## config.mk

```make
export PLATFORM = sky130hd
export DESIGN_NAME = nibble_serial_adder_flat
export DESIGN_NICKNAME = d
export VERILOG_FILES = /design/src/rtl/adder_pkg.sv /design/src/rtl/nibble_serial_adder_if.sv /design/src/rtl/carry_la_adder.sv /design/src/rtl/nibble_serial_adder.sv /design/src/flat_wrapper.sv
export SDC_FILE = /design/constraint.sdc
export NUM_CORES = 1
export LEC_CHECK = 0
export CAP_MARGIN = 10
export CELL_PAD_IN_SITES_DETAIL_PLACEMENT = 1
export CELL_PAD_IN_SITES_GLOBAL_PLACEMENT = 1
export CORE_UTILIZATION = 45
export CTS_CLUSTER_SIZE = 10
export DETAILED_ROUTE_END_ITERATION = 16
export PLACE_DENSITY = 0.91
export SLEW_MARGIN = 20
export SYNTH_ARGS = -nofsm -noshare
export SYNTH_HDL_FRONTEND = slang
export SYNTH_HIERARCHICAL = 1
export SYNTH_SLANG_ARGS = --single-unit
```

## constraint.sdc

```tcl
create_clock -name clk -period 4 [get_ports clk]
set_input_delay 0.8 -clock clk [delete_from_list [all_inputs] [get_ports clk]]
set_output_delay 0.8 -clock clk [all_outputs]
set_load 0.05 [all_outputs]
```

## src/rtl/adder_pkg.sv

```systemverilog
// Shared definitions for the nibble-serial adder.
//   SLICE_W     : width of one arithmetic slice (a nibble)
//   NIB_DEFAULT : default number of slices in an operand
//   state_e     : controller states IDLE / RUN / DONE
//   idx_width() : width of the nibble index for a given slice count
package adder_pkg;

   localparam int SLICE_W     = 4;
   localparam int NIB_DEFAULT = 4;

   // Fixed encodings so the states can also be referred to as plain constants.
   localparam logic [1:0] ST_IDLE = 2'd0;
   localparam logic [1:0] ST_RUN  = 2'd1;
   localparam logic [1:0] ST_DONE = 2'd2;

   typedef enum logic [1:0] {
      IDLE = ST_IDLE,
      RUN  = ST_RUN,
      DONE = ST_DONE
   } state_e;

   // ceil(log2(nib)), never less than one bit.
   function automatic int idx_width(input int nib);
      return (nib > 1) ? $clog2(nib) : 1;
   endfunction

endpackage

```

## src/rtl/nibble_serial_adder_if.sv

```systemverilog
// Operand / result handshake bundle for nibble_serial_adder.
//   in_valid/in_ready : operand set handshake (a, b, cin)
//   out_valid/out_ready : result handshake (sum, cout)
//   busy : block is in RUN or DONE
// Modports: master = operand producer / result consumer, slave = the adder.
interface nibble_serial_adder_if
   import adder_pkg::*;
#(
   parameter int NIB = NIB_DEFAULT
);
   localparam int W = SLICE_W * NIB;

   logic          in_valid;
   logic          in_ready;
   logic [W-1:0]  a;
   logic [W-1:0]  b;
   logic          cin;
   logic          out_valid;
   logic          out_ready;
   logic [W-1:0]  sum;
   logic          cout;
   logic          busy;

   modport master (
      output in_valid, a, b, cin, out_ready,
      input  in_ready, out_valid, sum, cout, busy
   );

   modport slave (
      input  in_valid, a, b, cin, out_ready,
      output in_ready, out_valid, sum, cout, busy
   );

endinterface

```

## src/rtl/carry_la_adder.sv

```systemverilog
// 4-bit carry-lookahead adder slice.
//   a, b : slice operands
//   cin  : carry into bit 0
//   s    : slice sum
//   cout : carry out of bit 3
// Every internal carry is formed directly from generate/propagate terms.
module carry_la_adder
   import adder_pkg::*;
(
   input  logic [SLICE_W-1:0] a,
   input  logic [SLICE_W-1:0] b,
   input  logic               cin,
   output logic [SLICE_W-1:0] s,
   output logic               cout
);

   logic [SLICE_W-1:0] g;
   logic [SLICE_W-1:0] p;
   logic [SLICE_W:0]   c;

   assign g = a & b;
   assign p = a ^ b;

   assign c[0] = cin;
   assign c[1] = g[0] | (p[0] & cin);
   assign c[2] = g[1] | (p[1] & g[0]) | (p[1] & p[0] & cin);
   assign c[3] = g[2] | (p[2] & g[1]) | (p[2] & p[1] & g[0])
               | (p[2] & p[1] & p[0] & cin);
   assign c[4] = g[3] | (p[3] & g[2]) | (p[3] & p[2] & g[1])
               | (p[3] & p[2] & p[1] & g[0])
               | (p[3] & p[2] & p[1] & p[0] & cin);

   generate
      for (genvar gi = 0; gi < SLICE_W; gi++) begin : g_sum
         assign s[gi] = p[gi] ^ c[gi];
      end
   endgenerate

   assign cout = c[SLICE_W];

endmodule

```

## src/rtl/nibble_serial_adder.sv

```systemverilog
// Nibble-serial adder: accepts a W-bit operand pair plus carry-in, adds one
// nibble per cycle through a single carry-lookahead slice, and presents the
// registered sum and carry-out until the consumer takes them.
//   clk   : clock, rising edge
//   rst_n : asynchronous active-low reset
//   bus   : operand/result handshake (slave side), see nibble_serial_adder_if
module nibble_serial_adder
   import adder_pkg::*;
#(
   parameter int NIB = NIB_DEFAULT
)(
   input  logic                  clk,
   input  logic                  rst_n,
   nibble_serial_adder_if.slave  bus
);

   localparam int W    = SLICE_W * NIB;
   localparam int IDXW = idx_width(NIB);
   localparam logic [IDXW-1:0] LAST_IDX = IDXW'(NIB - 1);

   state_e          state_q,     state_d;
   logic [W-1:0]    a_q,         a_d;
   logic [W-1:0]    b_q,         b_d;
   logic            carry_q,     carry_d;
   logic [IDXW-1:0] idx_q,       idx_d;
   logic [W-1:0]    sum_q,       sum_d;
   logic            cout_q,      cout_d;
   logic            out_valid_q, out_valid_d;

   logic [SLICE_W-1:0] slice_s;
   logic               slice_cout;

   // Bit offset of the current nibble: idx * 4.
   logic [IDXW+1:0] bit_ofs;
   assign bit_ofs = {idx_q, 2'b00};

   carry_la_adder u_slice (
      .a    (a_q[bit_ofs +: SLICE_W]),
      .b    (b_q[bit_ofs +: SLICE_W]),
      .cin  (carry_q),
      .s    (slice_s),
      .cout (slice_cout)
   );

   always_comb begin
      state_d     = state_q;
      a_d         = a_q;
      b_d         = b_q;
      carry_d     = carry_q;
      idx_d       = idx_q;
      sum_d       = sum_q;
      cout_d      = cout_q;
      out_valid_d = out_valid_q;

      case (state_q)
         IDLE: begin
            if (bus.in_valid) begin
               a_d     = bus.a;
               b_d     = bus.b;
               carry_d = bus.cin;
               idx_d   = '0;
               sum_d   = '0;
               cout_d  = 1'b0;
               state_d = RUN;
            end
         end
         RUN: begin
            sum_d[bit_ofs +: SLICE_W] = slice_s;
            carry_d = slice_cout;
            idx_d   = idx_q + 1'b1;
            if (idx_q == LAST_IDX) begin
               idx_d       = '0;
               cout_d      = slice_cout;
               out_valid_d = 1'b1;
               state_d     = DONE;
            end
         end
         DONE: begin
            // Result is held untouched until the consumer takes it.
            if (bus.out_ready) begin
               out_valid_d = 1'b0;
               state_d     = IDLE;
            end
         end
         default: begin
            state_d = IDLE;
         end
      endcase
   end

   always_ff @(posedge clk or negedge rst_n) begin
      if (!rst_n) begin
         state_q     <= IDLE;
         a_q         <= '0;
         b_q         <= '0;
         carry_q     <= 1'b0;
         idx_q       <= '0;
         sum_q       <= '0;
         cout_q      <= 1'b0;
         out_valid_q <= 1'b0;
      end else begin
         state_q     <= state_d;
         a_q         <= a_d;
         b_q         <= b_d;
         carry_q     <= carry_d;
         idx_q       <= idx_d;
         sum_q       <= sum_d;
         cout_q      <= cout_d;
         out_valid_q <= out_valid_d;
      end
   end

   assign bus.in_ready  = (state_q == IDLE);
   assign bus.busy      = (state_q != IDLE);
   assign bus.out_valid = out_valid_q;
   assign bus.sum       = sum_q;
   assign bus.cout      = cout_q;

endmodule

```

## src/flat_wrapper.sv

```systemverilog
// flat-port wrapper written by rule: the top's interface ports become plain ports
module nibble_serial_adder_flat import adder_pkg::*;
#(
   parameter int NIB = NIB_DEFAULT
)
  (clk, rst_n, bus_in_valid, bus_a, bus_b, bus_cin, bus_out_ready, bus_in_ready, bus_out_valid, bus_sum, bus_cout, bus_busy);
  nibble_serial_adder_if #(.NIB(NIB)) bus_i ();
  input  logic clk;
  input  logic rst_n;
  input wire logic [$bits(bus_i.in_valid)-1:0] bus_in_valid;
  input wire logic [$bits(bus_i.a)-1:0] bus_a;
  input wire logic [$bits(bus_i.b)-1:0] bus_b;
  input wire logic [$bits(bus_i.cin)-1:0] bus_cin;
  input wire logic [$bits(bus_i.out_ready)-1:0] bus_out_ready;
  output wire logic [$bits(bus_i.in_ready)-1:0] bus_in_ready;
  output wire logic [$bits(bus_i.out_valid)-1:0] bus_out_valid;
  output wire logic [$bits(bus_i.sum)-1:0] bus_sum;
  output wire logic [$bits(bus_i.cout)-1:0] bus_cout;
  output wire logic [$bits(bus_i.busy)-1:0] bus_busy;
  assign bus_i.in_valid = bus_in_valid;
  assign bus_i.a = bus_a;
  assign bus_i.b = bus_b;
  assign bus_i.cin = bus_cin;
  assign bus_i.out_ready = bus_out_ready;
  assign bus_in_ready = bus_i.in_ready;
  assign bus_out_valid = bus_i.out_valid;
  assign bus_sum = bus_i.sum;
  assign bus_cout = bus_i.cout;
  assign bus_busy = bus_i.busy;
  nibble_serial_adder #(.NIB(NIB)) u_core (.clk(clk), .rst_n(rst_n), .bus(bus_i));
endmodule
```

; ---- Word-level counts from Yosys, hierarchy flattened
; Cells that the tools add are included.
[classes]
n_addsub = 2
eq_ne = 6
shift = 4
muxes = 18
n_bitwise = 32
n_reduce_logical = 9
[op_table]
columns = op, n
row1 = 16-bit case mux with 2 select lines, 1
row2 = 16-bit by 5-bit variable part select with 4-bit output, 2
row3 = 1-bit AND, 16
row4 = 16-bit bitwise mux, 1
row5 = 16-bit 2-to-1 mux, 1
row6 = 4-bit by 6-bit variable shift with 16-bit output (first input constant), 1
row7 = 4-bit by 6-bit variable part select with 16-bit output, 1
row8 = 2-bit 2-to-1 mux, 5
row9 = 1-bit bitwise OR, 10
row10 = 3-bit AND reduction, 3
row11 = 4-bit negation with 6-bit output, 1
row12 = 1-bit case mux with 2 select lines, 3
row13 = 2-bit case mux with 3 select lines, 1
row14 = 2-bit nonzero test, 3
row15 = 1-bit 2-to-1 mux, 5
row16 = 4-bit AND, 1
row17 = 2-bit == test (second input constant), 2
row18 = 2-bit inequality test (second input constant), 2
row19 = 2-bit case mux with 2 select lines, 1
row20 = 2-bit AND reduction, 2
row21 = 1-bit XOR, 4
row22 = 4-bit XOR, 1
row23 = 2-bit by 1-bit adder with 2-bit output (second input constant), 1
row24 = 2-bit by 1-bit == test with 1-bit output (second input constant), 1
row25 = 2 further kinds, 2
[word_totals]
register_bits = 55
inputBits = 37
out_inout_bits = 20
elab_cells = 79

; ---- Longest topological paths before layout
; Gate-level depths: netlist of the first run.
[depth]
word_depth = 10
ltp_mapped = 9
mapped_depth_nobuf = 8

; ---- Hierarchy
; Netlist of the first run, hierarchy kept.
[by_module_without_submodules]
columns = mod, n_inst, cells_per_inst, area_per_inst_um2
row1 = nibble_serial_adder, 1, 170, 2577.5
row2 = carry_la_adder, 1, 20, 170.2

; ---- Worst setup path after synthesis of the first run
; Ideal clock, no wire load.
[synth_timing]
path_kind = flip-flop to flip-flop
from = register u_core.idx_q[0]
to = register u_core.cout_q, in the netlist u_core/bus.cout
arrival_ps = 2309
required_ps = 3879
setup_slack_ps = 1570
path_stages_with_launch = 10
path_buffers = 1
synth_period_minus_slack_ps = 2430
cell_sequence = dfrtp_1 > buf_2 > mux4_2 > ha_1 > a21oi_1 > o21ai_2 > a21o_1 > nand3b_1 > o21ai_0 > a22o_1
[synth_between]
elab_chain_len = 9
[synth_lines]
columns = element, line
row1 = from (decl), nibble_serial_adder.sv:25  ; logic [IDXW-1:0] idx_q, idx_d;
row2 = from (signal assigned), nibble_serial_adder.sv:106  ; idx_q <= idx_d;
row3 = "16-bit by 5-bit variable part select with 4-bit output, on equally long branches", "nibble_serial_adder.sv:38, nibble_serial_adder.sv:39"
row4 = 4-bit XOR / 4-bit AND (equally long branches), "carry_la_adder.sv:22, carry_la_adder.sv:21"
row5 = "1-bit AND, on equally long branches", "carry_la_adder.sv:29, carry_la_adder.sv:30, carry_la_adder.sv:31"
row6 = 1-bit bitwise OR (tied with other cells) (2 in a row), carry_la_adder.sv:29  ; assign c[4] = g[3] | (p[3] & g[2]) | (p[3] & p[2] & g[1])
row7 = 1-bit bitwise OR / 1-bit AND (equally long branches), "carry_la_adder.sv:30, carry_la_adder.sv:31"
row8 = 1-bit bitwise OR (*), carry_la_adder.sv:31  ; | (p[3] & p[2] & p[1] & p[0] & cin);
row9 = via u_core.slice_cout, nibble_serial_adder.sv:31  ; logic slice_cout;
row10 = 1-bit 2-to-1 mux (*), nibble_serial_adder.sv:71  ; if (idx_q == LAST_IDX) begin
row11 = 1-bit case mux with 2 select lines (*), nibble_serial_adder.sv:55  ; case (state_q)
row12 = to (signal assigned), nibble_serial_adder.sv:108  ; cout_q <= cout_d;
row13 = to (decl), nibble_serial_adder.sv:27  ; logic cout_q, cout_d;
; Mark *: on every way through the listed nets, which the timed path passes. The rest lies on a longest branch. The select of a mux whose other input is x is not followed.
; A chain may end at the register's enable or synchronous reset.

; ---- Final worst setup path of the first run
[layout_timing]
from = register u_core.state_q[0]
to = output bus_in_ready
[layout_between]
elab_chain_len = 1
[layout_lines]
columns = element, line
row1 = from (decl), nibble_serial_adder.sv:21  ; state_e state_q, state_d;
row2 = from (signal assigned), nibble_serial_adder.sv:102  ; state_q <= state_d;
row3 = 2-bit logical NOT, nibble_serial_adder.sv:113  ; assign bus.in_ready = (state_q == IDLE);
row4 = to (decl), flat_wrapper.sv:15  ; output wire logic [$bits(bus_i.in_ready)-1:0] bus_in_ready;
; Every way passes these cells.

==> results of run 1 <==
-- metrics by stage --
| stage | std cells | setup slack, ns | instance area [um^2] | util | total power [mW] |
|---|---|---|---|---|---|
| global route | 325 | 1.106 | 3453 | 0.5833 | 3.367 |
| CTS | 325 | 1.165 | 3451 | 0.5828 | 3.164 |
| global placement | 317 | 1.478 | 3366 | 0.5685 | 2.740 |
| floorplan | 190 | 1.570 | 2748 | - | 2.346 |
| detailed placement | 317 | 1.412 | 3366 | 0.5685 | 2.848 |
| finish | 325 | 1.168 | 3453 | 0.5833 | 3.137 |
-- synth_stat cells, types with 4 or more instances --
cell | count | area, um^2
dfrtp_1 | 55 | 1376
mux2_4 | 30 | 450.4
a22o_1 | 18 | 157.7
ha_1 | 11 | 137.6
inv_1 | 10 | 37.54
mux4_2 | 8 | 180.2
nand2_1 | 8 | 30.03
a21o_1 | 6 | 45.04
a21oi_1 | 5 | 25.02
o21ai_0 | 5 | 25.02
buf_6 | 4 | 45.04
nand2b_1 | 4 | 25.02
-- cells in the final DEF, fill, tap and decap left out --
cell type,count
inv_1,10
and3b_1,1
clkinv_2,1
xor2_1,1
o21ai_2,1
and2_2,1
nor2b_1,1
clkbuf_8,5
nor2_1,2
nand2_1,8
and4_1,2
fa_1,1
mux4_2,8
o31ai_1,1
dfrtp_1,55
a21oi_1,5
ha_1,11
clkdlybuf4s50_1,55
o21bai_1,1
o21ai_0,5
a22o_1,18
or2_4,1
clkbuf_1,1
nand3b_1,1
mux2_4,30
mux2_2,2
nor4_2,1
nor4b_2,1
xnor2_1,2
a21o_1,6
a21oi_2,1
inv_2,1
nand2b_1,4
buf_4,5
clkinvlp_4,1
-- where the power goes --
part | total [mW] | switching [mW] | leakage [nW] | internal, mW
sequential | 1.03 | 0.231 | 0.683 | 0.796
combinational | 1.80 | 0.949 | 0.829 | 0.855
clock | 0.306 | 0.183 | 0.0412 | 0.123
total | 3.14 | 1.36 | 1.55 | 1.77
-- layout make-up --
cell class	count	area (um^2)
Clock buffer	6	72.57
Clock inverter	2	12.51
Fill cell	589	2467
Inverter	11	41.29
Multi-Input combinational cell	116	1269
Sequential cell	55	1376
Tap cell	75	93.84
Timing Repair Buffer	60	588.1
-- state kept, by name, summed over array words and instances (netlist names) --
register / count
u_core/a_q: 16
u_core/b_q: 16
u_core/carry_q: 1
u_core/bus.sum: 16
u_core/state_q: 2
u_core/bus.cout: 1
u_core/bus.out_valid: 1
u_core/idx_q: 2
-- layer usage --
metal,vias up,track usage,share of wire
li1,805,-,-
met1,907,0.2641,0.43
met4,0,0.05714,0.0088
met5,-,0,0
met2,48,0.3889,0.54
met3,4,0.03295,0.027
-- how the worst max path moves through the flow --
stage	start	end	slack, ns	cells past startpoint
detailed placement	bus_in_valid	u_core/b_q[1]$_DFFE_PN0P_	1.41	4
finish	u_core/state_q[0]$_DFFE_PN0P_	bus_in_ready	1.17	3
CTS	u_core/state_q[0]$_DFFE_PN0P_	bus_in_ready	1.16	3
global route	u_core/state_q[0]$_DFFE_PN0P_	bus_in_ready	1.11	3
floorplan	u_core/idx_q[0]$_DFFE_PN0P_	u_core/bus.cout$_DFFE_PN0P_	1.57	9
global placement	bus_in_valid	u_core/b_q[1]$_DFFE_PN0P_	1.48	4
-- worst max-delay path, cell delays in order (launching register included) --
cell	delay [ns]
dfrtp_1	0.56
or2_4	0.32
inv_2	0.05
clkdlybuf4s50_1	0.79
-- logic make-up after synthesis --
| logic type | count (synthesis) | share of synthesized area |
|---|---|---|
| simple gates | 23 | 0.05283 |
| flops | 55 | 0.5009 |
| fa+ha+maj | 12 | 0.05738 |
| compound gates | 38 | 0.1038 |
| mux | 40 | 0.2377 |
| xor+xnor | 3 | 0.009565 |
| buf+inv | 19 | 0.03780 |
==> flow_metrics.env, run 1 <==
export IMPL_crit_type="flop to output port"
export IMPL_relSlewSlack=0.5650
export IMPL_fin_crit_ns=2.832
export IMPL_cp_data_required_time_ns=3.20
export IMPL_syn_to_final_growth_pct=25.68
export IMPL_r2r_start="u_core/idx_q[0]$_DFFE_PN0P_"
export IMPL_cts_clk_slew_worst_paths_ns=0.10
export IMPL_num_vias=1764
export IMPL_grt_pass1_wl_um=10200
export IMPL_tns_ns=0
export IMPL_rsz0062_at_grt="false"
export IMPL_drv_cap=0
export IMPL_timing_hold_ws_ns=0.4967
export IMPL_cts_sinks=55
export IMPL_skew_ns=0.008033
export IMPL_async_flop_share=1.000
export IMPL_synth_main_ff_cell="dfrtp_1"
export IMPL_cts_tree="done"
export IMPL_drt_iter0_drc=96
export IMPL_dieHeight_um=80.14
export IMPL_gp_congestion=0.7212
export IMPL_powerDensity_nw_per_um2=908.4
export IMPL_period_share=0.7081
export IMPL_synth_cells=190
export IMPL_ir_drop_v=0.0004091
export IMPL_drive_above_1_share=0.2360
export IMPL_hold_violations=0
export IMPL_timing_fmax_mhz=353.1
export IMPL_rows=28
export IMPL_die_area_um2=6422
export IMPL_synth_edff_count=0
export IMPL_cts_hold_buffers=0
export IMPL_max_clock_path_buffers=2
export IMPL_ys_ff_latch=55
export IMPL_synth_cell_type_count=32
export IMPL_wl_per_cell_um=18.55
export IMPL_grt_max_degree=52
export IMPL_drt_wl_total_um=6029
export IMPL_diodes=0
export IMPL_cp_end_kind="output port"
export IMPL_insertion_delay_ns=0.31
export IMPL_antenna_left=0
export IMPL_ys_warn_count=6
export IMPL_first_global_vias=1954
export IMPL_outcome="completed"
export IMPL_finalSetupViolCount=0
export IMPL_initial_core_util=0.4641
export IMPL_post_route_drc_count=0
export IMPL_p_leak_nw=1.553
export IMPL_rr_worst_depth=8
export IMPL_die_w_um=80.14
export IMPL_drtPass1Iterations=4
export IMPL_cts_buffers=5
export IMPL_worstMarginPinSlew_ns=0.6524
export IMPL_hold_class="input pin to async pin"
export IMPL_track_usage=0.2143
export IMPL_cp_start_kind="flop"
export IMPL_antenna_found_initial=0
export IMPL_viasPerCell=5.428
export IMPL_cts_resized=0
export IMPL_cp_max_fo=16
export IMPL_ioPinCount=57
export IMPL_io_buffers=56
export IMPL_cts_root_buf="clkbuf_8"
export IMPL_cts_setup_buffers=0
export IMPL_timing_rr_end="u_core/bus.cout$_DFFE_PN0P_"
export IMPL_seq_area_frac_synth=0.5009
export IMPL_nets=298
export IMPL_cts_max_level=2
export IMPL_cp_data_arrival_time_ns=2.03
export IMPL_coreArea_um2=5921
export IMPL_ff2ff_setup_slack_ns=1.42
export IMPL_synth_nets=239
export IMPL_drv_slew=0
export IMPL_synth_area_um2=2748
export IMPL_post_synth_cell_area_avg_um2=14.46
export IMPL_gr_total_overflow=0
export IMPL_dp_hpwl_um=4627
Power figures use the tool's default switching activity.
==> inputs of run 2 (changes only) <==
- CORE_UTILIZATION: 45 -> 37
- PLACE_DENSITY: 0.91 -> 0.81
- clock period: 4 -> 2.6 ns (I/O delays scaled with it)
==> run 2 against run 1 <==
Net effect: the run now ends with design-rule violations left; total power grew 66%; routed wire length fell by 0.33%; clock power rose by 91%; register-to-register slack got worse by 1.1 ns; cell area is 3.2% higher; clock skew grew 0.0028 ns; combinational power grew 73%; via count is 0.79% lower; die area increased by 21%; largest cell class unchanged; highest routed layer unchanged.
==> flow_metrics.env, run 2 (synthesis results as in run 1) <==
export IMPL_outcome="finished, violations left"
export IMPL_violations="design-rule violations"
export IMPL_crit_type="flop to output port"
export IMPL_cp_startpoint="u_core/state_q[1]$_DFFE_PN0P_"
export IMPL_relSlewSlack=0.4473
export IMPL_antenna_found_initial=0
export IMPL_regArea_um2=1378
export IMPL_drt_wl_total_um=6009
export IMPL_die_area_um2=7775
export IMPL_period_share=0.8892
export IMPL_drive_above_1_share=0.2588
export IMPL_insertion_delay_ns=0.31
export IMPL_cp_end_kind="output port"
export IMPL_dieHeight_um=88.18
export IMPL_placed_area_um2=3446
export IMPL_io_buffers=56
export IMPL_hold_class="input pin to async pin"
export IMPL_tns_ns=0
export IMPL_cts_hold_buffers=0
export IMPL_cp_start_kind="flop"
export IMPL_cts_setup_buffers=0
export IMPL_die_w_um=88.18
export IMPL_finalCoreUtilization=0.4941
export IMPL_first_global_vias=1985
export IMPL_nets=303
export IMPL_p_total_mw=5.199
export IMPL_post_route_drc_count=2
export IMPL_critPathTopFamily="buffers and inverters"
export IMPL_powerDensity_nw_per_um2=1458
export IMPL_cp_data_required_time_ns=2.08
export IMPL_cp_slowest_cell="clkdlybuf4s50_1"
export IMPL_crit_cells=3
export IMPL_fin_crit_ns=2.312
export IMPL_cts_buffers=5
export IMPL_final_cell_mix="55 x clkdlybuf4s50_1, 54 x dfrtp_1, 30 x mux2_4"
export IMPL_diodes=0
export IMPL_critPathMaxStageDelay_ns=0.79
export IMPL_cts_max_level=2
export IMPL_cts_root_buf="clkbuf_8"
export IMPL_cp_data_arrival_time_ns=1.79
export IMPL_cts_sinks=55
export IMPL_max_clock_path_buffers=2
export IMPL_multi_input_area_um2=1269
export IMPL_gp_congestion=0.8032
export IMPL_viasPerCell=4.944
export IMPL_hold_violations=0
export IMPL_skew_ns=0.01081
export IMPL_syn_to_final_growth_pct=29.74
export IMPL_timing_fmax_mhz=432.6
export IMPL_drv_slew=0
export IMPL_dp_hpwl_um=4631
export IMPL_ir_drop_v=0.0005432
export IMPL_r2r_start="u_core/idx_q[0]$_DFFE_PN0P_"
export IMPL_rr_worst_depth=8
export IMPL_track_usage=0.1760
export IMPL_finalSetupViolCount=0
export IMPL_grt_max_degree=39
export IMPL_nFillCells=741
export IMPL_timing_rr_end="u_core/bus.cout$_DFFE_PN0P_"
export IMPL_cp_max_fo=2
export IMPL_cp_num_buf_inv=2
export IMPL_ff2ff_setup_slack_ns=0.29
export IMPL_drv_cap=0
export IMPL_cts_clk_slew_worst_paths_ns=0.10
export IMPL_rows=31
export IMPL_grt_pass1_wl_um=10140
export IMPL_rsz0062_at_grt="false"
export IMPL_stdcell_area_um2=3565
export IMPL_antenna_left=0
export IMPL_cts_tree="done"
export IMPL_wl_per_cell_um=16.97
export IMPL_initial_core_util=0.3809
export IMPL_coreArea_um2=7214
export IMPL_dp_slack_ns=0.1447
export IMPL_drt_iter0_drc=48
export IMPL_p_leak_nw=1.599
export IMPL_crit_end="bus_in_ready"
export IMPL_drtPass1Iterations=10
export IMPL_fin_ws_ns=0.2882
export IMPL_worstMarginPinSlew_ns=0.8291
export IMPL_layout_commonest_cell="clkdlybuf4s50_1"
export IMPL_ioPinCount=57
export IMPL_num_vias=1750
export IMPL_gr_total_overflow=0
export IMPL_path_cells="or2_4, inv_2, clkdlybuf4s50_1"
==> run 2: cell count changes in the layout (fill, tap and decap cells not counted), sizes merged <==
| cell | change |
|---|---|
| buf | +5 |
| clkinvlp | -1 |
| bufinv | +1 |
==> run 2: stage by stage <==
stage / hold WS (ns) / std cells
after floorplan: 0.2244 / 190
after global placement: 0.4880 / 346
after detailed placement: 0.4956 / 346
after CTS: 0.3390 / 354
after global routing: 0.3598 / 354
final: 0.3008 / 354
==> run 2: worst min-delay path by stage <==
stage | end | slack (ns) | cells past startpoint
2_1_floorplan | u_core/a_q[0]$_DFFE_PN0P_ | 0.22 | 0
3_3_place_gp | u_core/b_q[15]$_DFFE_PN0P_ | 0.49 | 1
3_5_place_dp | u_core/bus.sum[0]$_DFFE_PN0P_ | 0.50 | 1
4_1_cts | u_core/bus.out_valid$_DFFE_PN0P_ | 0.34 | 1
5_1_grt | u_core/bus.out_valid$_DFFE_PN0P_ | 0.36 | 1
6_report | u_core/bus.sum[5]$_DFFE_PN0P_ | 0.30 | 1
==> run 2: routing by layer <==
metal,global-route usage,wire length [um],vias to the layer above
met1,0.2218,2585,877
met5,0,0,-
li1,-,-,816
met4,0.03812,66,0
met3,0.03959,215,8
met2,0.3091,3141,49
==> run 2: what timing repair did <==
| item | 4_1_cts | 5_1_grt |
|---|---|---|
| endpoints found under the setup margin | 0 | 1 |
| hold endpoints to repair | 0 | 0 |
| gates resized for setup | 0 | 1 |
==> run 2: layout make-up <==
| type | instances | area share |
|---|---|---|
| sequential | 55 | 0.3865 |
| multi-input combinational | 116 | 0.3559 |
| timing repair buffer | 65 | 0.1783 |
| tap | 99 | 0.03475 |
| clock buffer | 6 | 0.02317 |
| inverter | 11 | 0.01158 |
| clock inverter | 2 | 0.009828 |
==> run 2: worst reg2reg max path: cells and delay by family (launching register included) <==
| family | cells | cell delay, ns |
|---|---|---|
| AO/OA/AOI/OAI | 5 | 0.72 |
| adder cells (fa/ha/maj) | 1 | 0.34 |
| multiplexers | 1 | 0.57 |
| flip-flops | 1 | 0.50 |
| AND/OR/NAND/NOR | 1 | 0.07 |
==> run 2: where the power goes <==
part | total, mW | internal (mW) | switching [mW]
Sequential | 1.50 | 1.23 | 0.275
Clock | 0.585 | 0.312 | 0.273
Combinational | 3.11 | 1.50 | 1.62
==> inputs of run 3 (changes only) <==
- CORE_UTILIZATION: 37 -> 39
- CTS_BUF_LIST: default -> sky130_fd_sc_hd__clkbuf_4
- PLACE_DENSITY: 0.81 -> 0.84
==> run 3 against run 2 <==
Net effect: the flow now finishes without violations; non-clock buffer count is the same; count of clock-buffer cells in the layout shrank 1; register-to-register slack got worse by 0.13 ns; critical path type is now flop to flop; sequential power about the same; first-iteration DRC count increased by 92%; combinational power is 1% higher; largest cell class unchanged; global-route usage barely moved; utilization rose by 3.2 points.
==> flow_metrics.env, run 3 (synthesis results as in run 1) <==
export IMPL_path_cells="buf_12, mux4_2, ha_1, a21oi_1, o21ai_2, a21o_1, nand3b_1, o21ai_0, a22o_1"
export IMPL_rr_worst_depth=9
export IMPL_cp_max_fo=16
export IMPL_fin_ws_ns=0.1539
export IMPL_ff2ff_setup_slack_ns=0.15
export IMPL_timing_fmax_mhz=408.8
export IMPL_p_leak_nw=1.599
export IMPL_placed_cells=343
export IMPL_cp_data_required_time_ns=2.89
export IMPL_p_total_mw=5.201
export IMPL_tns_ns=0
export IMPL_crit_type="flop to flop"
export IMPL_track_usage=0.1756
export IMPL_initial_core_util=0.4044
export IMPL_gp_congestion=0.7564
export IMPL_hold_class="input pin to async pin"
export IMPL_dp_slack_ns=0.2056
export IMPL_ir_drop_v=0.0005432
export IMPL_period_share=0.9408
export IMPL_post_route_drc_count=0
export IMPL_cts_root_buf="clkbuf_4"
export IMPL_fin_crit_ns=2.446
export IMPL_hold_violations=0
export IMPL_dp_hpwl_um=4458
export IMPL_rsz0062_at_grt="false"
export IMPL_cts_sinks=55
export IMPL_insertion_delay_ns=0.38
export IMPL_viasPerCell=4.960
export IMPL_antenna_found_initial=0
export IMPL_critPathMaxStageDelay_ns=0.51
export IMPL_io_buffers=56
export IMPL_drive_above_1_share=0.2549
export IMPL_cts_buffers=5
export IMPL_drtPass1Iterations=4
export IMPL_grt_max_degree=30
export IMPL_cp_slowest_cell="mux4_2"
export IMPL_rows=30
export IMPL_drt_iter0_drc=92
export IMPL_worstMarginPinSlew_ns=0.6572
export IMPL_cts_hold_buffers=0
export IMPL_final_cell_mix="55 x clkdlybuf4s50_1, 55 x dfrtp_1, 30 x mux2_4"
export IMPL_stdcell_area_um2=3572
export IMPL_die_area_um2=7385
export IMPL_max_clock_path_buffers=2
export IMPL_powerDensity_nw_per_um2=1456
export IMPL_r2r_start="u_core/idx_q[0]$_DFFE_PN0P_"
export IMPL_cts_tree="done"
export IMPL_finalSetupViolCount=0
export IMPL_relSlewSlack=0.5619
export IMPL_antenna_left=0
export IMPL_ioPinCount=57
export IMPL_drt_wl_total_um=5839
export IMPL_outcome="completed"
export IMPL_cts_max_level=2
export IMPL_fin_cells=351
export IMPL_timing_rr_end="u_core/bus.cout$_DFFE_PN0P_"
export IMPL_cts_setup_buffers=0
export IMPL_num_vias=1741
export IMPL_wl_per_cell_um=16.64
export IMPL_coreArea_um2=6794
export IMPL_drv_slew=0
export IMPL_first_global_vias=1969
export IMPL_gr_total_overflow=0
export IMPL_grt_pass1_wl_um=10050
export IMPL_cp_end_kind="flop"
export IMPL_skew_ns=0.02127
export IMPL_dieHeight_um=85.94
export IMPL_placed_area_um2=3467
export IMPL_cp_start_kind="flop"
export IMPL_syn_to_final_growth_pct=30.01
export IMPL_diodes=0
export IMPL_nets=303
export IMPL_cp_data_arrival_time_ns=2.74
export IMPL_cts_clk_slew_worst_paths_ns=0.17
export IMPL_cts_resized=0
export IMPL_drv_cap=0
export IMPL_die_w_um=85.94
run 3: layout make-up:
class | count | area (um^2)
fill | 675 | 3222
multi-input combinational | 116 | 1269
sequential | 55 | 1376
clock inverter | 3 | 67.56
clock buffer | 5 | 37.54
timing repair buffer | 65 | 660.6
tap | 96 | 120.1
inverter | 11 | 41.29
run 3: worst max path at each step:
| stage | cells past startpoint | end | from | slack (ns) |
|---|---|---|---|---|
| floorplan | 9 | u_core/bus.cout$_DFFE_PN0P_ | u_core/idx_q[0]$_DFFE_PN0P_ | 0.17 |
| global placement | 9 | u_core/bus.cout$_DFFE_PN0P_ | u_core/idx_q[0]$_DFFE_PN0P_ | 0.32 |
| detailed placement | 9 | u_core/bus.cout$_DFFE_PN0P_ | u_core/idx_q[0]$_DFFE_PN0P_ | 0.21 |
| CTS | 3 | bus_in_ready | u_core/state_q[1]$_DFFE_PN0P_ | 0.15 |
| global route | 9 | u_core/bus.cout$_DFFE_PN0P_ | u_core/idx_q[0]$_DFFE_PN0P_ | 0.004 |
| finish | 9 | u_core/bus.cout$_DFFE_PN0P_ | u_core/idx_q[0]$_DFFE_PN0P_ | 0.15 |
run 3: layer usage:
metal / GRT usage / up-vias / part of all wire
li1: - / 811 / -
met1: 0.2206 / 871 / 0.44
met2: 0.3102 / 47 / 0.51
met3: 0.03272 / 12 / 0.034
met4: 0.04697 / 0 / 0.015
met5: 0 / - / 0
run 3: per-stage QoR:
stage          utilization  hold WS, ns
2_1_floorplan            -       0.2244
3_3_place_gp        0.5103       0.4854
3_5_place_dp        0.5103       0.4943
4_1_cts             0.5258       0.1475
5_1_grt             0.5258       0.1746
6_report            0.5258       0.1344
run 3: report_power, final:
group          internal (mW)  switching (mW)  total (mW)
Sequential              1.22           0.249        1.47
Clock                  0.299           0.277       0.576
Combinational           1.52            1.63        3.15
Total                   3.04            2.16        5.20
run 3: critical path, delay by kind of cell (launching register included):
| family | cells | cell delay, ns |
|---|---|---|
| AO/OA/AOI/OAI | 5 | 0.84 |
| adder cells (fa/ha/maj) | 1 | 0.35 |
| buffers and inverters | 1 | 0.16 |
| flip-flops | 1 | 0.41 |
| multiplexers | 1 | 0.51 |
| AND/OR/NAND/NOR | 1 | 0.09 |
